`config.mk`:
```
export PLATFORM = sky130hd
export DESIGN_NAME = sr_flag_arbiter_flat
export DESIGN_NICKNAME = d
export VERILOG_FILES = /design/src/rtl/sr_flag_arbiter_if.sv /design/src/rtl/sr_flag_arbiter.sv /design/src/flat_wrapper.sv
export SDC_FILE = /design/constraint.sdc
export NUM_CORES = 1
export LEC_CHECK = 0
export ABC_AREA = 1
export CAP_MARGIN = 20
export CELL_PAD_IN_SITES_DETAIL_PLACEMENT = 0
export CELL_PAD_IN_SITES_GLOBAL_PLACEMENT = 1
export CORE_ASPECT_RATIO = 1.25
export CORE_MARGIN = 2
export CORE_UTILIZATION = 31
export CTS_BUF_LIST = sky130_fd_sc_hd__clkbuf_4 sky130_fd_sc_hd__clkbuf_8
export CTS_CLUSTER_DIAMETER = 80
export CTS_CLUSTER_SIZE = 30
export DETAILED_ROUTE_END_ITERATION = 7
export PLACE_DENSITY_LB_ADDON = 0.1
export SLEW_MARGIN = 20
export SYNTH_ARGS = -nofsm -noshare
export SYNTH_HDL_FRONTEND = slang
export SYNTH_HIERARCHICAL = 1
export SYNTH_SLANG_ARGS = --single-unit
```
`constraint.sdc`:
```
create_clock -name clk -period 6.45 [get_ports clk]
set_input_delay 0.9675 -clock clk [delete_from_list [all_inputs] [get_ports clk]]
set_output_delay 0.9675 -clock clk [all_outputs]
set_load 0.05 [all_outputs]
```
`src/rtl/sr_flag_arbiter_if.sv`:
```
// Command/status bundle between requesters and the SR flag arbiter.
// master drives commands; slave is the arbiter side.
interface sr_flag_arbiter_if #(
  parameter int NREQ   = 4,
  parameter int NFLAGS = 8
);
  localparam int OW = (NREQ > 1) ? $clog2(NREQ) : 1;

  logic [NREQ-1:0]        req_valid;
  logic [NREQ*NFLAGS-1:0] req_set;
  logic [NREQ*NFLAGS-1:0] req_clr;
  logic [NREQ-1:0]        req_lock;
  logic [NREQ-1:0]        req_ready;
  logic                   err_clr;
  logic [NFLAGS-1:0]      flags;
  logic                   err;
  logic [NFLAGS-1:0]      err_bits;
  logic [OW-1:0]          owner;

  modport master (
    output req_valid, req_set, req_clr, req_lock, err_clr,
    input  req_ready, flags, err, err_bits, owner
  );

  modport slave (
    input  req_valid, req_set, req_clr, req_lock, err_clr,
    output req_ready, flags, err, err_bits, owner
  );
endinterface

```
`src/rtl/sr_flag_arbiter.sv`:
```
// Round-robin arbiter with grant locking in front of a shared set/reset flag register.
// Set+clear on the same bit holds the bit and records a sticky conflict.

module sr_flag_cell (
  input  logic clk,
  input  logic reset,
  input  logic xfer,
  input  logic set,
  input  logic clr,
  input  logic err_clr,
  output logic hit,
  output logic q,
  output logic conflict_q
);
  assign hit = xfer & set & clr;

  always_ff @(posedge clk) begin
    if (reset) begin
      q          <= 1'b0;
      conflict_q <= 1'b0;
    end else begin
      if (xfer && set && !clr)      q <= 1'b1;
      else if (xfer && clr && !set) q <= 1'b0;
      // a fresh conflict wins over a coincident clear
      if (err_clr)  conflict_q <= hit;
      else if (hit) conflict_q <= 1'b1;
    end
  end
endmodule

module sr_flag_arbiter #(
  parameter int NREQ   = 4,
  parameter int NFLAGS = 8
) (
  input logic clk,
  input logic reset,
  sr_flag_arbiter_if.slave bus
);
  localparam int OW = (NREQ > 1) ? $clog2(NREQ) : 1;

  typedef enum logic {ARB, LOCKED} state_t;

  state_t            state, state_nxt;
  logic [OW-1:0]     rr_ptr, owner_q, gidx;
  logic [NREQ-1:0]   ready;
  logic              xfer, found, err_q;
  logic [NFLAGS-1:0] set_sel, clr_sel, hit_v, flags_q, err_bits_q;
  int                idx;

  function automatic logic [OW-1:0] wrap_inc(input logic [OW-1:0] i);
    return (int'(i) == NREQ - 1) ? '0 : i + 1'b1;
  endfunction

  // grant select: owner only while locked, else first valid at/after rr_ptr
  always_comb begin
    ready = '0;
    gidx  = '0;
    found = 1'b0;
    idx   = 0;
    if (!reset) begin
      if (state == LOCKED) begin
        if (bus.req_valid[owner_q]) begin
          ready[owner_q] = 1'b1;
          gidx           = owner_q;
        end
      end else begin
        for (int k = 0; k < NREQ; k++) begin
          idx = int'(rr_ptr) + k;
          if (idx >= NREQ) idx = idx - NREQ;
          if (!found && bus.req_valid[idx]) begin
            found      = 1'b1;
            ready[idx] = 1'b1;
            gidx       = OW'(idx);
          end
        end
      end
    end
  end

  assign xfer    = |ready;
  assign set_sel = xfer ? bus.req_set[gidx*NFLAGS +: NFLAGS] : '0;
  assign clr_sel = xfer ? bus.req_clr[gidx*NFLAGS +: NFLAGS] : '0;

  always_comb begin
    state_nxt = state;
    case (state)
      ARB:     if (xfer && bus.req_lock[gidx])     state_nxt = LOCKED;
      LOCKED:  if (xfer && !bus.req_lock[owner_q]) state_nxt = ARB;
      default: state_nxt = ARB;
    endcase
  end

  always_ff @(posedge clk) begin
    if (reset) begin
      state   <= ARB;
      rr_ptr  <= '0;
      owner_q <= '0;
      err_q   <= 1'b0;
    end else begin
      state <= state_nxt;
      if (xfer) begin
        owner_q <= gidx;
        // a continuing lock leaves the round-robin pointer untouched
        if (state == ARB || !bus.req_lock[owner_q]) rr_ptr <= wrap_inc(gidx);
      end
      if (bus.err_clr) err_q <= |hit_v;
      else if (|hit_v) err_q <= 1'b1;
    end
  end

  sr_flag_cell u_cell [NFLAGS-1:0] (
    .clk        (clk),
    .reset      (reset),
    .xfer       (xfer),
    .set        (set_sel),
    .clr        (clr_sel),
    .err_clr    (bus.err_clr),
    .hit        (hit_v),
    .q          (flags_q),
    .conflict_q (err_bits_q)
  );

  assign bus.req_ready = ready;
  assign bus.flags     = flags_q;
  assign bus.err       = err_q;
  assign bus.err_bits  = err_bits_q;
  assign bus.owner     = owner_q;
endmodule

```
`src/flat_wrapper.sv`:
```
// flat-port wrapper written by rule: the top's interface ports become plain ports
module sr_flag_arbiter_flat 
#(
  parameter int NREQ   = 4,
  parameter int NFLAGS = 8
)
  (clk, reset, bus_req_valid, bus_req_set, bus_req_clr, bus_req_lock, bus_err_clr, bus_req_ready, bus_flags, bus_err, bus_err_bits, bus_owner);
  sr_flag_arbiter_if #(.NREQ(NREQ), .NFLAGS(NFLAGS)) bus_i ();
  input logic clk;
  input logic reset;
  input wire logic [$bits(bus_i.req_valid)-1:0] bus_req_valid;
  input wire logic [$bits(bus_i.req_set)-1:0] bus_req_set;
  input wire logic [$bits(bus_i.req_clr)-1:0] bus_req_clr;
  input wire logic [$bits(bus_i.req_lock)-1:0] bus_req_lock;
  input wire logic [$bits(bus_i.err_clr)-1:0] bus_err_clr;
  output wire logic [$bits(bus_i.req_ready)-1:0] bus_req_ready;
  output wire logic [$bits(bus_i.flags)-1:0] bus_flags;
  output wire logic [$bits(bus_i.err)-1:0] bus_err;
  output wire logic [$bits(bus_i.err_bits)-1:0] bus_err_bits;
  output wire logic [$bits(bus_i.owner)-1:0] bus_owner;
  assign bus_i.req_valid = bus_req_valid;
  assign bus_i.req_set = bus_req_set;
  assign bus_i.req_clr = bus_req_clr;
  assign bus_i.req_lock = bus_req_lock;
  assign bus_i.err_clr = bus_err_clr;
  assign bus_req_ready = bus_i.req_ready;
  assign bus_flags = bus_i.flags;
  assign bus_err = bus_i.err;
  assign bus_err_bits = bus_i.err_bits;
  assign bus_owner = bus_i.owner;
  sr_flag_arbiter #(.NREQ(NREQ), .NFLAGS(NFLAGS)) u_core (.clk(clk), .reset(reset), .bus(bus_i));
endmodule
```
==> results.py, run 1 <==
metrics = {
    "yosys": {
        "ys_warn_count": 6,
        "syn_inst": 425,
        "synth-seq-area-share_pct": 18.8,
        "synth_cell_types": 28,
        "synth.cell_area_um2": 2340,
        "syn_area_per_cell_um2": 5.51,
        "synth_fp_nets": 504,
        "ys_ff_latch": 22,
    },
    "sta": {
        "hold_violations": 0,
        "fin_skew_ns": 0.00817,
        "fin_crit_ns": 4.22,
        "relSlewSlack_pct": 38.0,
        "worst_pin_slew_ns": 0.927,
        "finalSetupViolations": 0,
        "fin_crit_sh_pct": 65.5,
        "fmax_mhz": 237,
        "grt_setup_unrepaired": "no",
        "tns_ns": 0,
        "slew_violations": 0,
    },
    "pwr": {
        "p_switching_uw": 871,
        "p_seq_share_pct": 14.0,
        "p_int_uw": 607,
        "p_clk_share_pct": 6.0,
        "p_leak_uw": 0.00169,
        "ir_worst_vdd_v": 0.000225,
        "power.share.combinational_pct": 80.0,
        "p_sw_share_pct": 58.9,
        "power.density_nw_per_um2": 435,
    },
    "place": {
        "gp_congestion": 0.817,
        "dpl.hpwl_um": 6170,
        "portBuffers": 97,
        "placed_cell_area_um2": 3360,
    },
    "global_routing": {
        "grt_pass1_vias": 2661,
        "grt_max_degree": 37,
        "grt_overflow": 0,
        "grt_pass1_wl_um": 12300,
        "antenna_found_initial": 0,
        "gr-usage-all-layers_pct": 18.9,
    },
    "cts": {
        "clk_pin_slew_ns": 0.08,
        "hold_buffers": 0,
        "h-tree-depth": 1,
        "cts_resized": 0,
        "post_cts.repair.setup_buffers": 0,
        "clock_latency_ns": 0.27,
        "cts_tree": "yes",
        "root_buffer": "clkbuf_8",
        "numCtsBuffers": 3,
        "cts.sinks": 22,
        "cts.path.max_buffers": 2,
    },
    "floorplanning": {
        "die-height_um": 101,
        "num_rows": 35,
        "coreArea_um2": 7360,
        "pin_count": 98,
        "dieArea_um2": 8280,
        "initial_core_util_pct": 31.9,
        "fp.dieW_um": 81.8,
    },
    "hold_path": {
        "hold_depth": 2,
        "hold_class": "reg -> reg",
    },
    "cells_and_area": {
        "fin_util_pct": 46.2,
        "stdcell_area_um2": 3400,
        "drive_above_1_share_pct": 7.77,
        "nNetsFinal": 596,
        "areaGrowthSynthToFinish_pct": 45.0,
        "diodes": 0,
    },
    "drt": {
        "viasPerCell": 4.72,
        "ant_nets": 0,
        "dr.pass1.iters": 4,
        "totalWireLength_um": 7840,
        "vias": 2865,
        "avgRoutedWirePerCell_um": 12.9,
        "drc": 0,
        "dr.first_iter.drc_count": 79,
    },
    "setup_path": {
        "regToRegSetupSlack_ns": 2.55,
        "path_max_fanout": 4,
        "cp-end-kind": "primary output",
        "required_ns": 5.48,
        "worstPathCellList": "clkdlybuf4s50_1, inv_1, nand2_1, nand2_1, nand2_1, nand2_1, nor2_1, a21oi_1, nand3_1, nand2_1, inv_1, clkdlybuf4s50_1",
        "reg2regPathDepth": 18,
        "cpPeakStageDelay_ns": 0.80,
        "critPathBufInv": 4,
        "cp.depth": 12,
        "worstSetupPathType": "in -> out",
        "worst_path_max_delay_cell": "clkdlybuf4s50_1",
        "crit_top_cell": "nand2_1",
        "crit_family": "buffers and inverters",
        "worstPathArrival_ns": 3.25,
        "worstSetupStartpointType": "input port",
    },
    "flow_run": {
        "drv_cap": 0,
    },
    "run_status": {
        "status": "complete, no violations",
    },
}
cell usage after synthesis, drive strengths merged:
library cell  number  area (um^2)
nor2              15         87.6
clkbuf             1         3.75
a31oi              2         12.5
nor4               2         12.5
a21oi             29          179
o21a               1         7.51
nor3               6         30.0
inv               67          254
ha                 4         50.1
o21ai              4         23.8
nand3             60          305
nand2            184          733
and3              16          100
dfxtp             22          440
o21bai             1         18.8
buf               11         85.1
power groups by stage:
stage                     logic (uW)  registers, uW  clock network [uW]
after floorplan                  848            273                   0
after global placement          1180            209                   0
after detailed placement        1190            210                   0
after CTS                       1200            207                93.2
after global routing            1320            212                99.5
final                           1180            207                88.7
cell usage in the layout (no fill, tap or decap), types with 2 or more instances in the layout:
master | netlist | final
a21oi_1 | 20 | 20
a21oi_2 | 9 | 9
a31oi_1 | 2 | 2
and3_1 | 16 | 16
buf_4 | 7 | 2
clkbuf_8 | 0 | 3
clkdlybuf4s50_1 | 0 | 97
dfxtp_1 | 22 | 22
ha_1 | 4 | 4
inv_1 | 60 | 60
inv_2 | 6 | 6
nand2_1 | 173 | 173
nand2_2 | 8 | 8
nand2_4 | 3 | 3
nand3_1 | 59 | 59
nor2_1 | 10 | 10
nor2_2 | 3 | 3
nor3_1 | 6 | 6
nor4_1 | 2 | 2
o21ai_0 | 3 | 3
per-layer routing:
layer / share of wire [%] / track usage (%) / up-vias / wire length (um)
li1: - / - / 1511 / -
met1: 41 / 20.8 / 1288 / 3240
met2: 53 / 37.0 / 60 / 4140
met3: 4.6 / 2.76 / 6 / 357
met4: 1.2 / 4.23 / 0 / 93
met5: 0 / 0 / - / 0
per-stage QoR:
step	power (uW)	hold WS [ns]	std cells	setup WS, ns
floorplan	1120	0.526	425	3.48
global placement	1390	0.452	604	2.19
detailed placement	1400	0.455	604	2.04
global route	1630	0.487	607	2.02
finish	1480	0.465	607	2.23
CTS	1500	0.468	607	2.25
area by class of cell:
cell class	count	area, um^2
Sequential cell	22	440
Multi-Input combinational cell	324	1560
Clock buffer	3	41.3
Inverter	67	254
Fill cell	818	3960
Timing Repair Buffer	99	986
Tap cell	92	115
final timing paths:
check                                                 start                          end
worst max-delay path                       bus_req_valid[2]             bus_req_ready[0]
worst max register to register             u_core/rr_ptr[0]               u_core/bus.err
worst min register to register  u_core/u_cell[1]/conflict_q  u_core/u_cell[1]/conflict_q
worst min-delay path            u_core/u_cell[1]/conflict_q  u_core/u_cell[1]/conflict_q
flip-flops by register name, summed over array words and instances, names as in the netlist:
name                      cells
u_core/u_cell/conflict_q      8
u_core/u_cell/q               8
u_core/bus.err                1
u_core/state                  1
u_core/rr_ptr                 2
u_core/bus.owner              2
worst min-delay path, cell delays in order (launching register included):
cell	delay, ns
dfxtp_1	0.31
nand2_1	0.06
a21oi_1	0.05
cells by family after synthesis:
| kind of cell | count (synthesis) | synth area share, % |
|---|---|---|
| flip-flops | 22 | 18.8 |
| adder cells (fa/ha/maj) | 4 | 2.14 |
| AO/OA/AOI/OAI | 37 | 10.3 |
| buffers and inverters | 79 | 14.6 |
| AND/OR/NAND/NOR | 283 | 54.1 |
(Power assumes the default switching activity.)
==> inputs of run 2 (changes only) <==
- CORE_UTILIZATION: 31 -> 28
- clock period: 6.45 -> 4.25 ns (I/O delays scaled with it)
==> run 2 against run 1 <==
  * The flow now finishes with violations (DRC)
  * Design area up 1.4%
  * Clock power up 78%
  * Flip-flop and latch count unchanged
  * Die area up 10%
  * Via count up 0.77%
  * Sequential power up 52%
  * Non-clock buffer count up 2
  * Clock skew down 0.0028 ns
  * First-iteration DRC count up 100%
  * Register-to-register slack worse by 1.7 ns
  * Routed wire length up 7.0%
  * Largest cell class unchanged
  * Highest routed layer unchanged
==> results.py, run 2 (same netlist as run 1, synthesis figures left out) <==
metrics = {
    "sta": {
        "worst_pin_slew_ns": 0.563,
        "relSlewSlack_pct": 62.4,
        "fmax_mhz": 270,
        "slew_violations": 0,
        "fin_skew_ns": 0.00542,
        "tns_ns": 0,
        "hold_violations": 0,
        "fin_crit_sh_pct": 87.3,
        "whs_ns": 0.469,
        "grt_setup_unrepaired": "no",
        "finalSetupViolations": 0,
        "fin_crit_ns": 3.71,
    },
    "flow_run": {
        "drv_cap": 0,
    },
    "cts": {
        "cts_resized": 0,
        "root_buffer": "clkbuf_8",
        "clock_latency_ns": 0.27,
        "hold_buffers": 0,
        "clk_pin_slew_ns": 0.09,
        "cts.sinks": 22,
        "cts.path.max_buffers": 2,
        "h-tree-depth": 1,
        "numCtsBuffers": 3,
        "cts_tree": "yes",
        "post_cts.repair.setup_buffers": 0,
    },
    "pwr": {
        "totalPowerFinal_uw": 2310,
        "p_leak_uw": 0.00171,
        "power.density_nw_per_um2": 670,
        "ir_worst_vdd_v": 0.000387,
    },
    "cells_and_area": {
        "areaGrowthSynthToFinish_pct": 47.0,
        "drive_above_1_share_pct": 8.30,
        "final_cell_mix": "nand2_1, clkdlybuf4s50_1, inv_1",
        "stdcell_count": 615,
        "layout_commonest_cell": "nand2_1",
        "top_regs": "u_core/u_cell/conflict_q (8), u_core/u_cell/q (8)",
        "diodes": 0,
        "fillers": 940,
        "nNetsFinal": 598,
    },
    "setup_path": {
        "path_max_fanout": 9,
        "worstSetupPathType": "reg -> out",
        "regToRegSetupSlack_ns": 0.84,
        "required_ns": 3.61,
        "worstSetupStartpointType": "register",
        "cp-end-kind": "primary output",
        "worstPathArrival_ns": 3.07,
    },
    "place": {
        "dp_cells": 611,
        "dpl.hpwl_um": 6610,
        "gp_congestion": 0.844,
        "portBuffers": 97,
    },
    "global_routing": {
        "gr-usage-all-layers_pct": 18.7,
        "antenna_found_initial": 0,
        "grt_pass1_vias": 2863,
        "grt_pass1_wl_um": 13700,
        "grt_overflow": 0,
        "grt_max_degree": 44,
    },
    "floorplanning": {
        "pin_count": 98,
        "fp.dieW_um": 85.8,
        "dieArea_um2": 9120,
        "num_rows": 37,
        "coreArea_um2": 8190,
        "initial_core_util_pct": 28.6,
        "die-height_um": 106,
    },
    "drt": {
        "drc": 8,
        "viasPerCell": 4.69,
        "dr.first_iter.drc_count": 158,
        "totalWireLength_um": 8390,
        "vias": 2887,
        "avgRoutedWirePerCell_um": 13.6,
        "ant_nets": 0,
        "dr.pass1.iters": 6,
    },
    "run_status": {
        "status": "finished, violations left",
        "violations": "DRC",
    },
    "hold_path": {
        "hold_class": "reg -> reg",
    },
}
run 2: cell types whose count changed in the layout (fill, tap and decap cells not counted), sizes merged:
cell,before,now
buf,2,4
clkbuf,3,4
run 2: area by class of cell:
| type | count | area, um^2 | area share (%) |
|---|---|---|---|
| inverters | 67 | 254 | 7.37 |
| flip-flops and latches | 22 | 440 | 12.8 |
| multi-input cells | 324 | 1560 | 45.3 |
| clock buffers | 4 | 55.1 | 1.60 |
| repair buffers | 101 | 1010 | 29.4 |
| well taps | 97 | 121 | 3.52 |
run 2: metal layers:
layer,share of wire (%),track usage [%]
met1,41,22.0
met2,54,35.5
met3,4.0,2.25
met4,0.92,3.97
met5,0,0
run 2: worst paths after layout:
check,startpoint,end,depth (start not counted)
setup / recovery,u_core/rr_ptr[0],bus_req_ready[3],12
hold / removal,u_core/u_cell[7]/conflict_q,u_core/u_cell[7]/conflict_q,2
hold reg to reg,u_core/u_cell[7]/conflict_q,u_core/u_cell[7]/conflict_q,2
setup reg to reg,u_core/rr_ptr[0],u_core/bus.err,19
run 2: stage by stage:
stage / setup slack [ns] / utilization [%] / instance area [um^2]
final: 0.540 / 42.0 / 3440
after global routing: 0.300 / 42.0 / 3440
after CTS: 0.539 / 42.0 / 3440
after detailed placement: 0.710 / 41.4 / 3390
after global placement: 0.673 / 41.4 / 3390
after floorplan: 1.54 / - / 2340
run 2: power breakdown:
group | internal, uW | total [uW] | switching, uW
combinational | 633 | 1840 | 1200
clock | 82.7 | 158 | 75.7
sequential | 255 | 315 | 59.2
total | 971 | 2310 | 1340
run 2: critical path, stage by stage (launching register included):
cell             delay (ns)
dfxtp_1                0.57
inv_2                  0.15
ha_1                   0.40
inv_1                  0.13
nand2_1                0.06
nand2_1                0.12
nand2_2                0.10
nor2_2                 0.16
nand2_1                0.07
nand3_1                0.10
nand2_1                0.08
inv_1                  0.06
clkdlybuf4s50_1        0.81
